## src/rtl/dec_8b10b_pkg.sv

```systemverilog
// Shared constants, disparity classes and the sub-block disparity helper
// for the 8b/10b receive decoder.
package dec_8b10b_pkg;

  localparam int A_IDX = 0;
  localparam int B_IDX = 1;
  localparam int C_IDX = 2;
  localparam int D_IDX = 3;
  localparam int E_IDX = 4;
  localparam int I_IDX = 5;
  localparam int F_IDX = 6;
  localparam int G_IDX = 7;
  localparam int H_IDX = 8;
  localparam int J_IDX = 9;

  localparam logic [7:0] K28_5     = 8'hBC;
  localparam logic [9:0] K28_5_RDN = 10'h17C;
  localparam logic [9:0] K28_5_RDP = 10'h283;

  // NEU keeps RD; SETP/SETN are neutral blocks that still force RD
  typedef enum logic [2:0] {
    DISP_NEU,
    DISP_POS,
    DISP_NEG,
    DISP_SETP,
    DISP_SETN
  } disp_e;

  // sb is {a,b,c,d,e,i} for 6b, or {2'b00,f,g,h,j} for 4b
  function automatic disp_e sb_disp(
    input logic [5:0] sb,
    input logic       is6
  );
    int    w;
    int    mid;
    disp_e r;
    w   = is6 ? $countones(sb) : $countones(sb[3:0]);
    mid = is6 ? 3 : 2;
    r   = DISP_NEU;
    if (w > mid) begin
      r = DISP_POS;
    end else if (w < mid) begin
      r = DISP_NEG;
    end else if (is6) begin
      if (sb == 6'b000111) r = DISP_SETP;
      if (sb == 6'b111000) r = DISP_SETN;
    end else begin
      if (sb[3:0] == 4'b0011) r = DISP_SETP;
      if (sb[3:0] == 4'b1100) r = DISP_SETN;
    end
    return r;
  endfunction

endpackage

```

## src/rtl/dec_8b10b_rd.sv

```systemverilog
// Combinational running-disparity step and rderr for one 10b symbol.
// Ports: rd_in, code6 {abcdei}, code4 {fghj} in; rd_out, rderr out. Only built with DEC8B10B_RDCHECK_EN.
`ifdef DEC8B10B_RDCHECK_EN
module dec_8b10b_rd (
  input  logic       rd_in,
  input  logic [5:0] code6,
  input  logic [3:0] code4,
  output logic       rd_out,
  output logic       rderr
);
  import dec_8b10b_pkg::*;

  disp_e d6;
  disp_e d4;
  logic  rd_mid;
  logic  e6;
  logic  e4;

  always_comb begin
    d6     = sb_disp(code6, 1'b1);
    d4     = sb_disp({2'b00, code4}, 1'b0);
    rd_mid = rd_in;
    rd_out = rd_in;
    unique case (d6)
      DISP_POS, DISP_SETP: rd_mid = 1'b1;
      DISP_NEG, DISP_SETN: rd_mid = 1'b0;
      default:             rd_mid = rd_in;
    endcase
    unique case (d4)
      DISP_POS, DISP_SETP: rd_out = 1'b1;
      DISP_NEG, DISP_SETN: rd_out = 1'b0;
      default:             rd_out = rd_mid;
    endcase
    e6    = ((d6 == DISP_POS) && rd_in) ||
            ((d6 == DISP_NEG) && !rd_in);
    e4    = ((d4 == DISP_POS) && rd_mid) ||
            ((d4 == DISP_NEG) && !rd_mid);
    rderr = e6 | e4;
  end

endmodule
`endif

```

## src/rtl/dec_8b10b.sv

```systemverilog
// Registered 8b/10b decoder: datain (10b symbol), ena, RBYTECLK, RESET in;
// dataout, kout, kerr, rderr, rdout out. RD checking needs DEC8B10B_RDCHECK_EN.
module dec_8b10b (
  input  logic       RBYTECLK,
  input  logic       RESET,
  input  logic       ena,
  input  logic [9:0] datain,
  output logic [7:0] dataout,
  output logic       kout,
  output logic       kerr,
  output logic       rderr,
  output logic       rdout
);
  import dec_8b10b_pkg::*;

  logic [5:0] c6;
  logic [3:0] c4;
  logic [3:0] c4x;
  logic [4:0] d5;
  logic [2:0] d3;
  logic       v6;
  logic       v4;

  assign c6 = {datain[A_IDX], datain[B_IDX], datain[C_IDX],
               datain[D_IDX], datain[E_IDX], datain[I_IDX]};
  assign c4 = {datain[F_IDX], datain[G_IDX],
               datain[H_IDX], datain[J_IDX]};

  // K28 in its RD+ form carries the complement of the table 4b code
  assign c4x = (c6 == 6'b110000) ? ~c4 : c4;

  always_comb begin
    d5 = 5'd0;
    v6 = 1'b1;
    unique case (c6)
      6'b100111, 6'b011000: d5 = 5'd0;
      6'b011101, 6'b100010: d5 = 5'd1;
      6'b101101, 6'b010010: d5 = 5'd2;
      6'b110001:            d5 = 5'd3;
      6'b110101, 6'b001010: d5 = 5'd4;
      6'b101001:            d5 = 5'd5;
      6'b011001:            d5 = 5'd6;
      6'b111000, 6'b000111: d5 = 5'd7;
      6'b111001, 6'b000110: d5 = 5'd8;
      6'b100101:            d5 = 5'd9;
      6'b010101:            d5 = 5'd10;
      6'b110100:            d5 = 5'd11;
      6'b001101:            d5 = 5'd12;
      6'b101100:            d5 = 5'd13;
      6'b011100:            d5 = 5'd14;
      6'b010111, 6'b101000: d5 = 5'd15;
      6'b011011, 6'b100100: d5 = 5'd16;
      6'b100011:            d5 = 5'd17;
      6'b010011:            d5 = 5'd18;
      6'b110010:            d5 = 5'd19;
      6'b001011:            d5 = 5'd20;
      6'b101010:            d5 = 5'd21;
      6'b011010:            d5 = 5'd22;
      6'b111010, 6'b000101: d5 = 5'd23;
      6'b110011, 6'b001100: d5 = 5'd24;
      6'b100110:            d5 = 5'd25;
      6'b010110:            d5 = 5'd26;
      6'b110110, 6'b001001: d5 = 5'd27;
      6'b001110:            d5 = 5'd28;
      6'b101110, 6'b010001: d5 = 5'd29;
      6'b011110, 6'b100001: d5 = 5'd30;
      6'b101011, 6'b010100: d5 = 5'd31;
      6'b001111, 6'b110000: d5 = 5'd28;
      default: begin
        d5 = {c6[5], c6[4], c6[3], c6[2], c6[1]};
        v6 = 1'b0;
      end
    endcase
  end

  always_comb begin
    d3 = 3'd0;
    v4 = 1'b1;
    unique case (c4x)
      4'b1011, 4'b0100: d3 = 3'd0;
      4'b1001:          d3 = 3'd1;
      4'b0101:          d3 = 3'd2;
      4'b1100, 4'b0011: d3 = 3'd3;
      4'b1101, 4'b0010: d3 = 3'd4;
      4'b1010:          d3 = 3'd5;
      4'b0110:          d3 = 3'd6;
      4'b1110, 4'b0001,
      4'b0111, 4'b1000: d3 = 3'd7;
      default: begin
        d3 = c4x[2:0];
        v4 = 1'b0;
      end
    endcase
  end

  logic k28_6;
  logic kx7p_6;
  logic kx7n_6;
  logic p7;
  logic a7p;
  logic a7n;
  logic a7p_ok;
  logic a7n_ok;
  logic run_err;
  logic k_hit;
  logic bad;

  assign k28_6  = c6 inside {6'b001111, 6'b110000};
  assign kx7p_6 = c6 inside {6'b000101, 6'b001001,
                             6'b010001, 6'b100001};
  assign kx7n_6 = c6 inside {6'b111010, 6'b110110,
                             6'b101110, 6'b011110};
  assign p7     = c4 inside {4'b1110, 4'b0001};
  assign a7p    = (c4 == 4'b0111);
  assign a7n    = (c4 == 4'b1000);

  // alternate x.7 only where primary would make a run of five
  assign a7p_ok = (c6 inside {6'b100011, 6'b010011, 6'b001011})
                | kx7p_6 | (c6 == 6'b110000);
  assign a7n_ok = (c6 inside {6'b110100, 6'b101100, 6'b011100})
                | kx7n_6 | (c6 == 6'b001111);

  // D.7 forms must not run on into a 4b group opening with d/e/i
  assign run_err = ((c6 == 6'b000111) && (c4[3:2] == 2'b11)) ||
                   ((c6 == 6'b111000) && (c4[3:2] == 2'b00));

  assign bad = !v6 | !v4 | run_err
             | (a7p & !a7p_ok) | (a7n & !a7n_ok)
             | (k28_6 & p7);

  assign k_hit = k28_6 | (kx7p_6 & a7p) | (kx7n_6 & a7n);

  logic [7:0] dataout_q, dataout_d;
  logic       kout_q, kout_d;
  logic       kerr_q, kerr_d;

  always_comb begin
    dataout_d = dataout_q;
    kout_d    = kout_q;
    kerr_d    = kerr_q;
    if (ena) begin
      dataout_d = {d3, d5};
      kout_d    = k_hit & !bad;
      kerr_d    = bad;
    end
  end

  always_ff @(posedge RBYTECLK) begin
    if (RESET) begin
      dataout_q <= 8'h00;
      kout_q    <= 1'b0;
      kerr_q    <= 1'b0;
    end else begin
      dataout_q <= dataout_d;
      kout_q    <= kout_d;
      kerr_q    <= kerr_d;
    end
  end

  assign dataout = dataout_q;
  assign kout    = kout_q;
  assign kerr    = kerr_q;

`ifdef DEC8B10B_RDCHECK_EN
  logic rd_q, rd_d;
  logic rderr_q, rderr_d;
  logic rd_nxt;
  logic rderr_nxt;

  dec_8b10b_rd u_rd (
    .rd_in  (rd_q),
    .code6  (c6),
    .code4  (c4),
    .rd_out (rd_nxt),
    .rderr  (rderr_nxt)
  );

  always_comb begin
    rd_d    = rd_q;
    rderr_d = rderr_q;
    if (ena) begin
      rd_d    = rd_nxt;
      rderr_d = rderr_nxt;
    end
  end

  always_ff @(posedge RBYTECLK) begin
    if (RESET) begin
      rd_q    <= 1'b0;
      rderr_q <= 1'b0;
    end else begin
      rd_q    <= rd_d;
      rderr_q <= rderr_d;
    end
  end

  assign rdout = rd_q;
  assign rderr = rderr_q;
`else
  assign rdout = 1'b0;
  assign rderr = 1'b0;
`endif

endmodule

```

## config.mk

```make
export PLATFORM = sky130hd
export DESIGN_NAME = dec_8b10b
export DESIGN_NICKNAME = d
export VERILOG_FILES = /design/src/rtl/dec_8b10b_pkg.sv /design/src/rtl/dec_8b10b_rd.sv /design/src/rtl/dec_8b10b.sv
export SDC_FILE = /design/constraint.sdc
export NUM_CORES = 1
export LEC_CHECK = 0
export ABC_AREA = 1
export BUFFER_PORTS_ARGS = -buffer_cell sky130_fd_sc_hd__clkbuf_2
export CELL_PAD_IN_SITES_DETAIL_PLACEMENT = 0
export CELL_PAD_IN_SITES_GLOBAL_PLACEMENT = 1
export CORE_MARGIN = 4
export CORE_UTILIZATION = 40
export CTS_BUF_LIST = sky130_fd_sc_hd__clkbuf_4 sky130_fd_sc_hd__clkbuf_8
export DETAILED_ROUTE_END_ITERATION = 16
export GPL_TIMING_DRIVEN = 1
export PLACE_DENSITY_LB_ADDON = 0.1
export RECOVER_POWER = 50
export SYNTH_ARGS = -nofsm -noshare
export SYNTH_HDL_FRONTEND = slang
export SYNTH_SLANG_ARGS = --single-unit
```

## constraint.sdc

```tcl
create_clock -name RBYTECLK -period 2.2 [get_ports RBYTECLK]
set_input_delay 0.66 -clock RBYTECLK [delete_from_list [all_inputs] [get_ports RBYTECLK]]
set_output_delay 0.66 -clock RBYTECLK [all_outputs]
set_load 0.005 [all_outputs]
```

==> impl_results.md <==
- First-pass GRT wire length: a little over 9000 um
- 1st-pass router iterations: 5
- IO Pins: 25
- Area fraction of the dominant cell type after synthesis: 23.3%
- Die area: approximately 0.0055 mm2
- RSZ-0062 raised after global routing: true
- Clk sinks: 10
- Vias in the first global route: between 2,000 and 2,500
- LEAKAGE: approximately 1.3 nW
- Antenna diode count: 0
- Slew Limit Fails: 0
- Post-synth top area cell: nand2_1
- Via density: 5.24
- Status: complete, no violations
- Final period utilization: 94.6%
- Primary FF master, synth: dfxtp_1
- WP data required: about 2.3 ns
- Vias post-DR: 2,311
- Layout cells sized above 1: 28.1%
- Top layer in use: met4
- Yosys cell types: 31
- Pwr Total: 0.793 mW
- CP arrival: 2.21 ns
- Starting density of the core: 42.6%
- Reg2reg setup slack: 1.55 ns
- Utilization after layout: 55.3%
- DIE WIDTH: 74.2 um
- Routed wl met2: 2700 um
- Post-Route WL: 5640 um
- Per-cell routed wire length: between 10 and 15 um
- Clock Latency Late Sink: 0.23 ns
- Crit path kind: input pin to register
- Clock Skew: 0 ns
- Final setup fails: 0
- I/O Buffers: 22
- Core ar.: ~0.0041 mm2
- Sequential area share after synthesis: between 10% and 20%
- CTS tree: done
- Area delta synth->final: 29.8%
- Largest net degree at the start of global routing: 16
- Clk slew on worst S/H paths: 0.05 ns
- TritonCTS Buffers: 3
- Clock root buffer: clkbuf_8
- Max Buffers Root-to-Sink: 2
- Core Rows: 23
- CP Capture Type: register
- Maxcap violations: 0
- Syn Inst Count: 329
- Total gr overflow: 0
- RD Place Congestion: roughly 0.94
- DRT iter0 DRCs: 243
- Finished Layout Cells: around 440
- Critical Path Start Type: input pin
- Final Hold Violating Endpoints: 0
- GRT Overall Usage: 20.8%
- Synthesized area: 0.00175 mm2
- Max IR drop VDD: 261 uV
- Post-synth EDFFs: 0
- Synth top area cells: nand2_1, nand3_1, dfxtp_1
- Initial antenna violation count: 0
- Asr flop ratio synth: 0%
- Final nets: 405
- Critical path fanouts, max: 8
- FF+latch count, synth: 10
- Routed Antenna Nets: 0
- Die height: 74.2 um
- Tmin final: 2.08 ns
- Post-Place Cells: approximately 430
- Synth warn: 0
- Met1 wire length: 2640 um
- DP HPWL: 4380 um
- # H-tree levels: 1
- Hold Crit Class: register to register
- Routed wl met3: 211 um
- Syn Area/Cell: 5.33 um2
- FMAX: 480 MHz
- PD cells: 348 mW/mm2
- DRC viols: 0
-- worst paths after layout --
check,start,endpoint,cells after the start
hold reg to reg,dataout[2],dataout[2],2
setup reg to reg,dataout[7],dataout[7],2
setup / recovery,datain[1],kerr,16
hold / removal,dataout[2],dataout[2],2
-- through the flow --
stage          area, um2  hold slack, ns  TNS (ns)  setup WS (ns)
6_report            2280           0.464         0          0.119
5_1_grt             2280           0.475   -0.0666        -0.0248
4_1_cts             2190           0.464         0         0.0221
2_1_floorplan       1760           0.456         0          0.306
3_3_place_gp        2130           0.452     -1.45         -0.286
3_5_place_dp        2130           0.456     -1.45         -0.272
-- report_power, final --
part	switching [mW]	internal, mW
sequential	0.00781	0.199
combinational	0.219	0.140
clock	0.0708	0.157
total	0.297	0.496
-- cells in the mapped netlist, types with 5 or more instances --
cell type and instances:
inv_1 21, o21ai_0 6, nor2_1 50, nand2_2 15
dfxtp_1 10, nand4_1 14, nand2_1 109, nor3_1 8
buf_4 5, a21oi_1 8, nand3_1 41, inv_2 5
nor2_4 7
-- flip-flops by register name, indices dropped and copies added, names as in the netlist --
name,count
dataout,8
kerr,1
kout,1
-- critical path: stages --
cell and delay (ns):
clkbuf_2 0.12, buf_4 0.13, nand2_1 0.08, inv_4 0.14
nand3_4 0.11, buf_4 0.16, nand2_2 0.05, nand2_2 0.09
nor2_1 0.18, nand2_1 0.09, nand3_1 0.11, nor2_2 0.05
nand2_1 0.07, nand2_2 0.06, nand2_2 0.06, a21oi_2 0.05
-- per-layer routing --
| layer | GRT usage, % | vias up |
|---|---|---|
| li1 | - | 1202 |
| met1 | 28.4 | 1031 |
| met2 | 34.3 | 68 |
| met3 | 3.38 | 10 |
| met4 | 5.34 | 0 |
| met5 | 0 | - |
-- kinds of logic (layout without fill, tap and decap cells) --
kind of cell / after synthesis / in the layout / share of synthesized area (%)
compound gates: 23 / 23 / 7.99
buf+inv: 37 / 97 / 10.8
flops: 10 / 10 / 11.4
other cells: 1 / 2 / 0.214
simple gates: 258 / 259 / 69.5
-- cell usage in the layout, fill, tap and decap left out, types with 2 or more instances in the layout --
master,instances
inv_1,21
o21ai_2,3
nand2_1,109
nand3_1,41
clkbuf_2,15
nor2_1,45
nor3b_1,2
nand4_1,14
buf_4,42
nor2_2,7
clkbuf_1,7
o21ai_0,6
nor2_4,9
inv_2,5
a21oi_1,8
nand3_2,4
dfxtp_1,10
clkbuf_8,4
conb_1,2
nor3_1,8
nand2_2,15
nand3_4,2
-- cell type report --
type,count,area [um2]
Fill cell,433,1840
Multi-Input combinational cell,284,1410
Timing Repair Buffer,66,448
Sequential cell,10,200
Inverter,27,104
Tap cell,50,62.6
Clock buffer,4,55.1
-- repair_timing --
action                                  4_1_cts  5_1_grt
gates cloned                                  0        1
resized for setup                             1        9
setup buffers                                 0        7
endpoints found under the setup margin        2        9
pin swaps                                     0        4
hold buffers                                  0        0
Power figures use the tool's default switching activity.
